**src/rtl/button_debounce.sv**
```systemverilog
// Push-button conditioner: two-flop synchronizer, four-state debounce FSM and
// a saturating hold timer that flags a long press.
module button_debounce #(
  parameter int STABLE_CYCLES = 400000,
  parameter int CNT_W         = 19,
  parameter int HOLD_CYCLES   = 40000000,
  parameter int HOLD_W        = 26
) (
  input  logic clk,
  input  logic rst,
  input  logic btn_raw,
  output logic btn_level,
  output logic long_press
);

  typedef enum logic [1:0] {
    IDLE    = 2'b00,
    WAIT_P  = 2'b01,
    PRESSED = 2'b11,
    WAIT_R  = 2'b10
  } state_t;

  localparam logic [CNT_W-1:0]  CNT_LAST  = CNT_W'(STABLE_CYCLES - 1);
  localparam logic [HOLD_W-1:0] HOLD_LAST = HOLD_W'(HOLD_CYCLES - 1);

  state_t              state, state_nxt;
  logic                s1, in_sync;
  logic [CNT_W-1:0]    cnt, cnt_nxt;
  logic [HOLD_W-1:0]   hold, hold_nxt;
  logic                long_nxt;

  // Two-flop synchronizer; nothing downstream ever looks at btn_raw directly.
  // NOTE: sequential state uses non-blocking assignments so every flop samples
  // pre-edge values regardless of statement order.
  always_ff @(posedge clk or posedge rst) begin
    if (rst) begin
      s1      <= 1'b0;
      in_sync <= 1'b0;
    end else begin
      s1      <= btn_raw;
      in_sync <= s1;
    end
  end

  always_ff @(posedge clk or posedge rst) begin
    if (rst) begin
      state      <= IDLE;
      cnt        <= '0;
      hold       <= '0;
      long_press <= 1'b0;
    end else begin
      state      <= state_nxt;
      cnt        <= cnt_nxt;
      hold       <= hold_nxt;
      long_press <= long_nxt;
    end
  end

  // NOTE: every combinational output gets a default first, so no path can
  // leave a value unassigned and infer a latch.
  always_comb begin
    state_nxt = state;
    cnt_nxt   = cnt;
    hold_nxt  = hold;
    long_nxt  = long_press;

    // Hold timer runs through release bounces and saturates at its last value.
    if (state == PRESSED || state == WAIT_R) begin
      if (hold == HOLD_LAST) long_nxt = 1'b1;
      else                   hold_nxt = hold + HOLD_W'(1);
    end

    case (state)
      IDLE: begin
        if (in_sync) begin
          state_nxt = WAIT_P;
          cnt_nxt   = '0;
        end
      end
      WAIT_P: begin
        if (!in_sync) begin
          state_nxt = IDLE;
          cnt_nxt   = '0;
        end else if (cnt == CNT_LAST) begin
          state_nxt = PRESSED;
          hold_nxt  = '0;
        end else begin
          cnt_nxt = cnt + CNT_W'(1);
        end
      end
      PRESSED: begin
        if (!in_sync) begin
          state_nxt = WAIT_R;
          cnt_nxt   = '0;
        end
      end
      WAIT_R: begin
        if (in_sync) begin
          state_nxt = PRESSED;
        end else if (cnt == CNT_LAST) begin
          state_nxt = IDLE;
          long_nxt  = 1'b0;
          hold_nxt  = '0;
        end else begin
          cnt_nxt = cnt + CNT_W'(1);
        end
      end
      default: state_nxt = IDLE;
    endcase
  end

  always_comb begin
    btn_level = (state == PRESSED) || (state == WAIT_R);
  end

endmodule

```
**config.mk**
```make
export PLATFORM = sky130hd
export DESIGN_NAME = button_debounce
export DESIGN_NICKNAME = d
export VERILOG_FILES = /design/src/rtl/button_debounce.sv
export SDC_FILE = /design/constraint.sdc
export NUM_CORES = 1
export LEC_CHECK = 0
export BUFFER_PORTS_ARGS = -buffer_cell sky130_fd_sc_hd__clkbuf_2
export CORE_MARGIN = 2
export CORE_UTILIZATION = 51
export CTS_CLUSTER_DIAMETER = 50
export DETAILED_ROUTE_END_ITERATION = 6
export GPL_TIMING_DRIVEN = 0
export PLACE_DENSITY_LB_ADDON = 0.08
export SLEW_MARGIN = 10
export SYNTH_ARGS = -nofsm -noshare
export SYNTH_HDL_FRONTEND = slang
export SYNTH_SLANG_ARGS = --single-unit
```
**constraint.sdc**
```tcl
create_clock -name clk -period 3 [get_ports clk]
set_clock_uncertainty 0.2 [all_clocks]
set_input_delay 0 -clock clk [delete_from_list [all_inputs] [get_ports clk]]
set_output_delay 0 -clock clk [all_outputs]
set_load 0.03 [all_outputs]
```
==> summary.md, run 1 <==
| Metric | Value |
|---|---|
| Status | complete, no violations |
| TritonCTS clock tree | done |
| Rel. slew slack | 59.0% |
| Clock transition at path regs | roughly 0.09 ns |
| Routed wl met2 | 2970 um |
| Multi-input gate area | 1520 um^2 |
| Fraction of layout instances using a drive strength above 1 | a little over a tenth |
| Compound-Gate Fraction of Synth Area | 12.8% |
| Initial DRC Count | about 100 |
| Mapped Area | roughly 2900 um^2 |
| Vias | approximately 2300 |
| Period Utilization, post-route | about nine tenths |
| Final-layout fill cell count | ~490 |
| Row cnt | 27 |
| CP endpoint kind | register |
| Worst VDD drop | about 0.33 mV |
| Max Freq | ~370 MHz |
| Worst hold path type | input pin to register |
| Clk root buf | clkbuf_8 |
| # hold bufs at CTS | 3 |
| DPL Wire Length | about 4300 um |
| Crit path kind | register to register |
| Global-route wire length before repair | approximately 11000 um |
| Post-synth top area share | 43.3% |
| CTS Buf Count | 5 |
| Max layer used | met4 |
| Placer Congestion | ~0.85 |
| Number of distinct library cells after synthesis | between 50 and 60 |
| Area share of fa/ha/maj cells after synthesis | roughly 2.6% |
| Area contributors post-synth | dfrtp_1 (43%), nor2_1 (5.3%), xnor2_1 (5.2%) |
| NetSw | 769 uW |
| Initial Utilization | 52.8% |
| # port buffers | 4 |
| Vias per inst | just under 6 |
| Top cells by count, synth | dfrtp_1 (50), nor2_1 (41), a21oi_1 (21) |
| Final total power | just under 2000 uW |
| Pint | ~1200 uW |
| H-tree Lvls | 2 |
| Switching part of the total | 39.8% |
| Simple-Gate Fraction of Synth Area | about 28% |
| CP max FO | 9 |
| PwrDens | 614 nW/um^2 |
| Synthesis Warnings | 0 |
| Worst-margin pin slew | between 0.6 and 0.7 ns |
| RSZ-0062 raised after global routing | false |
| Startpoint Class | register |
| Number of hold violations in the final report | 0 |
| # DRC | 0 |
| Die width | 79.3 um |
| Vert. Die Dim | 79.3 um |
| ANT cells | 0 |
| Cell count after synthesis | 310 |
| CP arrival | approximately 2.8 ns |
| Syn-to-layout area delta | 8.84% |
| Setup TNS | 0 ns |
| Worst skew pair latency | 0.30 ns |
| Post-CTS Resized | 0 |
| Core Footprint | 5470 um^2 |
| Count leader, synth | dfrtp_1 |
| Yosys top cell by area | dfrtp_1 |
| XOR/XNOR Fraction of Synth Area | 7.58% |
| CP required | ~3.0 ns |
| Post-layout minimum cycle time | around 2.7 ns |
| Grt ovf | 0 |
| Synth Area per Inst | 9.32 um^2 |
| Post-synth EDFFs | 0 |
| Initial antenna violation count | 0 |
| Register area share after synthesis | a little over two fifths |
| Final ANT Viol Nets | 0 |
| Vias in the first global route | approximately 2300 |
| Final setup violating endpoints | 0 |
| Leak Pwr | 0.00124 uW |
| Reg area | about 1300 um^2 |
| Tot GR Track Use | around a fifth |
| Async SR Flop Fraction | 100% |
| Clk buf depth | 2 |
| Post-synthesis mux area share | 2.12% |
| Clock tree sinks | 50 |
| Final net count | 334 |
| Max Slew Vio Count | 0 |
| Routed Wire Length | between 5000 and 6000 um |
| Metal3 WL | between 100 and 150 um |
| Comb pwr share | between 30 and 40% |
| Clk pwr share | between 20% and 30% |
| DR pass1 iterations | 4 |
| I/O Pins | 5 |
| Mapped Nets | 319 |
| Sequential power share | 39.1% |
| Die Area | between 6000 and 7000 um^2 |
| Per-cell routed wire length | about 15 um |
| Max-cap viol count | 0 |
| Pin count of the biggest net entering global routing | 38 |
| M1 WL | approximately 2800 um |
| Number of synthesized register bits | 50 |
| Largest family of logic cells by synthesized area | simple AND/OR/NAND/NOR gates |
| Post-CTS Setup Bufs | 0 |
| Top FF cell, synth | dfrtp_1 |
==> area by class of cell <==
class / count / area share [%]
multi-input cells: 241 / 48.4
repair buffers: 8 / 2.23
well taps: 72 / 2.87
inverters: 9 / 1.07
plain buffers: 10 / 2.63
clock buffers: 6 / 2.63
flip-flops and latches: 50 / 39.8
clock inverters: 2 / 0.398
==> placed cells by master, fill, tap and decap left out, types with 6 or more instances in the layout <==
master,synthesis,routed
dfrtp_1,50,50
nand2_1,19,19
ha_1,6,6
o31ai_1,7,7
nand4_1,13,13
nor3_1,9,9
or3_1,7,7
clkbuf_8,1,7
xnor2_1,17,17
nor2_1,41,41
o21ai_0,16,16
inv_1,9,8
a21oi_1,21,21
nand3_1,15,15
xor2_1,8,8
==> state kept, by name, summed over array words and instances, names as in the netlist <==
name / count
hold: 26
cnt: 19
state: 2
in_sync: 1
long_press: 1
s1: 1
==> worst max-delay path, cell delays in order (launching register included) <==
cell     delay, ns
dfrtp_1       0.41
inv_1         0.08
ha_1          0.19
buf_2         0.17
nor2_2        0.32
a21oi_1       0.26
or4_4         0.57
or3_1         0.32
a21oi_1       0.14
==> logic make-up after synthesis <==
logic type,count (synthesis)
simple gates,143
compound gates,61
flops,50
xor+xnor,25
buf+inv,19
mux,6
fa+ha+maj,6
==> path summary, 6_finish.rpt <==
check	cells past startpoint	slack (ns)	to	start
setup / recovery	8	0.29	cnt[14]	state[0]
hold / removal	2	0.14	s1	btn_raw
setup reg to reg	8	0.29	cnt[14]	state[0]
hold reg to reg	0	0.16	in_sync	s1
max in group asynchronous	5	1.57	hold[11]	rst
min in group asynchronous	4	0.53	cnt[13]	rst
==> through the flow <==
step	area (um^2)	util [%]	hold slack, ns	setup WS, ns	cells
floorplan	2890	-	-0.169	0.645	310
global placement	3000	54.8	-0.0919	0.324	386
detailed placement	3020	55.2	-0.247	0.317	387
CTS	3140	57.5	0.127	0.313	398
global route	3140	57.5	0.141	0.116	398
finish	3140	57.5	0.141	0.287	398
==> power by group through the flow <==
stage	clock [uW]	sequential, uW	combinational, uW
3_3_place_gp	0	768	765
6_report	408	754	769
4_1_cts	431	755	773
2_1_floorplan	0	759	581
5_1_grt	456	763	851
3_5_place_dp	0	768	768
==> layer usage <==
layer  up-vias  global-route usage, %
met1      1144                   27.3
met4         0                   7.07
met2        21                   35.8
met3         8                   3.86
li1       1159                      -
met5         -                      0
Power figures use the tool's default switching activity.
==> inputs of run 2 (changes only) <==
--- a/config.mk
+++ b/config.mk
@@ -6,6 +6,7 @@
 export NUM_CORES = 1
 export LEC_CHECK = 0
 export BUFFER_PORTS_ARGS = -buffer_cell sky130_fd_sc_hd__clkbuf_2
+export CORE_ASPECT_RATIO = 2
 export CORE_MARGIN = 2
 export CORE_UTILIZATION = 51
 export CTS_CLUSTER_DIAMETER = 50
==> run 2 against run 1 <==
- non-clock buffer count decreased by 1
- total power is 5.8% higher
- largest cell class unchanged
- via count grew 2.2%
- critical endpoint unchanged
- register-to-register slack worse by 0.08 ns
- first-iteration DRC count grew 18%
==> summary.md, run 2 (synthesis gave the netlist of run 1 again) <==
| Metric | Value |
|---|---|
| Most used cell, CP | a21oi_1 |
| Syn-to-layout area delta | 8.62% |
| Most frequent cells in the layout | dfrtp_1 (50), nor2_1 (41), a21oi_1 (21) |
| Clk pwr share | 24.0% (+2.9 points) |
| H-tree Lvls | 2 (unchanged) |
| RSZ-0062 raised after global routing | false |
| Comb pwr share | 38.9% (-0.9 points) |
| CTS Buf Count | 5 (unchanged) |
| Sequential power share | 37.0% (-2.1 points) |
| Global-route wire length before repair | 11600 um (+9.9%) |
| Clk buf depth | 2 (unchanged) |
| Worst path bufs/invs | 2 (unchanged) |
| Pint | 1220 uW (+5.4%) |
| Startpoint Class | register |
| Final net count | 333 (-0.30%) |
| Final ANT Viol Nets | 0 (unchanged) |
| Top delay family on crit path | simple AND/OR/NAND/NOR gates |
| Rel. slew slack | 53.2% (-5.8 points) |
| Commonest non-fill, non-tap cell in the layout | dfrtp_1 |
| I/O Pins | 5 (unchanged) |
| Pin count of the biggest net entering global routing | 33 (-13%) |
| Worst VDD drop | 0.552 mV (+69%) |
| # hold bufs at CTS | 2 (-1) |
| Max Slew Vio Count | 0 (unchanged) |
| Initial DRC Count | 123 (+18%) |
| Crit path kind | register to register |
| TritonCTS clock tree | done |
| Die Area | 6320 um^2 (+0.58%) |
| Vias | 2383 (+2.2%) |
| Final setup violating endpoints | 0 (unchanged) |
| Leading registers by flop count | hold (26), cnt (19), state (2) |
| Post-layout minimum cycle time | 2.79 ns (+0.0800 ns) |
| Leak Pwr | 0.00124 uW (about the same) |
| Vias per inst | 6.19 (+5.6%) |
| Clock transition at path regs | 0.09 ns (about the same) |
| Max-cap viol count | 0 (unchanged) |
| Clock tree sinks | 50 (unchanged) |
| Final total power | 2040 uW (+5.8%) |
| Crit path cell chain | inv_1 -> ha_1 -> buf_2 -> nor2_2 -> a21oi_1 -> or4_4 -> or3_1 -> a21oi_1 |
| Initial Utilization | 52.8% (about the same) |
| Worst hold path type | input pin to async pin |
| Biggest register | hold |
| Switching part of the total | 40.1% (+0.23 points) |
| Largest register FFs | 26 (unchanged) |
| Fraction of layout instances using a drive strength above 1 | 10.8% (+0.033 points) |
| CP arrival | 2.83 ns (+0.08 ns) |
| PwrDens | 651 nW/um^2 (+6.0%) |
| CP required | 3.04 ns (about the same) |
| Worst skew pair latency | 0.32 ns (+0.02 ns) |
| Initial antenna violation count | 0 (unchanged) |
| DPL Wire Length | 4980 um (+16%) |
| Grt ovf | 0 (unchanged) |
| Routed Wire Length | 6810 um (+14%) |
| Vert. Die Dim | 110 um (+39%) |
| # DRC | 0 (unchanged) |
| Placer Congestion | 0.860 (+0.67%) |
| NetSw | 818 uW (+6.4%) |
| CP max FO | 9 (unchanged) |
| Post-CTS Setup Bufs | 0 (unchanged) |
| ANT cells | 0 (unchanged) |
| Die width | 57.2 um (-28%) |
| CP max-delay cell | or4_4 |
| Clk root buf | clkbuf_8 |
| Per-cell routed wire length | 17.7 um (+18%) |
| # port buffers | 4 (unchanged) |
| Vias in the first global route | 2487 (+8.4%) |
| Period Utilization, post-route | 93.1% (+2.7 points) |
| Max Freq | 358 MHz (-2.9%) |
| Slowest stage delay, CP | 0.59 ns (+0.02 ns) |
| Tot GR Track Use | 23.3% (+2.2 points) |
| Row cnt | 38 (+41%) |
| CP endpoint kind | register |
| DR pass1 iterations | 4 (unchanged) |
| Setup TNS | 0 ns (unchanged) |
| Worst-margin pin slew | 0.696 ns (+0.0865 ns) |
| Core Footprint | 5470 um^2 (about the same) |
| Status | complete, no violations |
| Post-CTS Resized | 0 (unchanged) |
| Number of hold violations in the final report | 0 (unchanged) |
## run 2: path summary, 6_finish.rpt
kind	startpoint	endpoint	slack, ns	depth (start not counted)
hold / removal	rst	cnt[3]	0.002	3
setup reg to reg	state[0]	cnt[14]	0.21	8
min in group clk	btn_raw	s1	0.17	2
setup / recovery	state[0]	cnt[14]	0.21	8
hold reg to reg	s1	in_sync	0.19	0
max in group asynchronous	rst	cnt[17]	2.08	4
## run 2: stage by stage
stage          utilization (%)  cells  instance area, um^2  worst slack [ns]  hold slack [ns]
6_report                  57.4    385                 3140             0.207          0.00152
5_1_grt                   57.4    385                 3140            0.0444           0.0551
3_3_place_gp              54.6    374                 2980             0.269          -0.0904
3_5_place_dp              54.9    375                 3000             0.222           -0.200
2_1_floorplan                -    310                 2890             0.645           -0.169
4_1_cts                   57.4    385                 3140             0.192          0.00720
## run 2: worst reg2reg max path, delay by kind of cell (launching register included)
kind,cells,cell delay (ns)
AOI/OAI and AO/OA,2,0.43
adders and majority gates,1,0.19
buffers and inverters,2,0.25
DFF,1,0.40
and+or+nand+nor,3,1.25
## run 2: per-layer routing
layer | track usage, % | vias to the layer above | share of wire [%]
met2 | 42.1 | 49 | 55
met5 | 0 | - | 0
li1 | - | 1166 | -
met3 | 3.86 | 25 | 2.2
met1 | 24.2 | 1143 | 38
met4 | 13.5 | 0 | 4.9
## run 2: area by class of cell
type / instances / area (um^2)
multi-input combinational: 241 / 1520
buffer: 10 / 82.6
clock buffer: 5 / 68.8
sequential: 50 / 1250
tap: 60 / 75.1
inverter: 9 / 33.8
timing repair buffer: 7 / 60.1
fill: 501 / 2330
clock inverter: 3 / 45.0
## run 2: power groups by stage
stage	sequential, uW	clock (uW)	combinational [uW]
4_1_cts	757	510	801
5_1_grt	764	528	873
2_1_floorplan	759	0	581
6_report	756	491	795
3_3_place_gp	768	0	782
3_5_place_dp	770	0	796
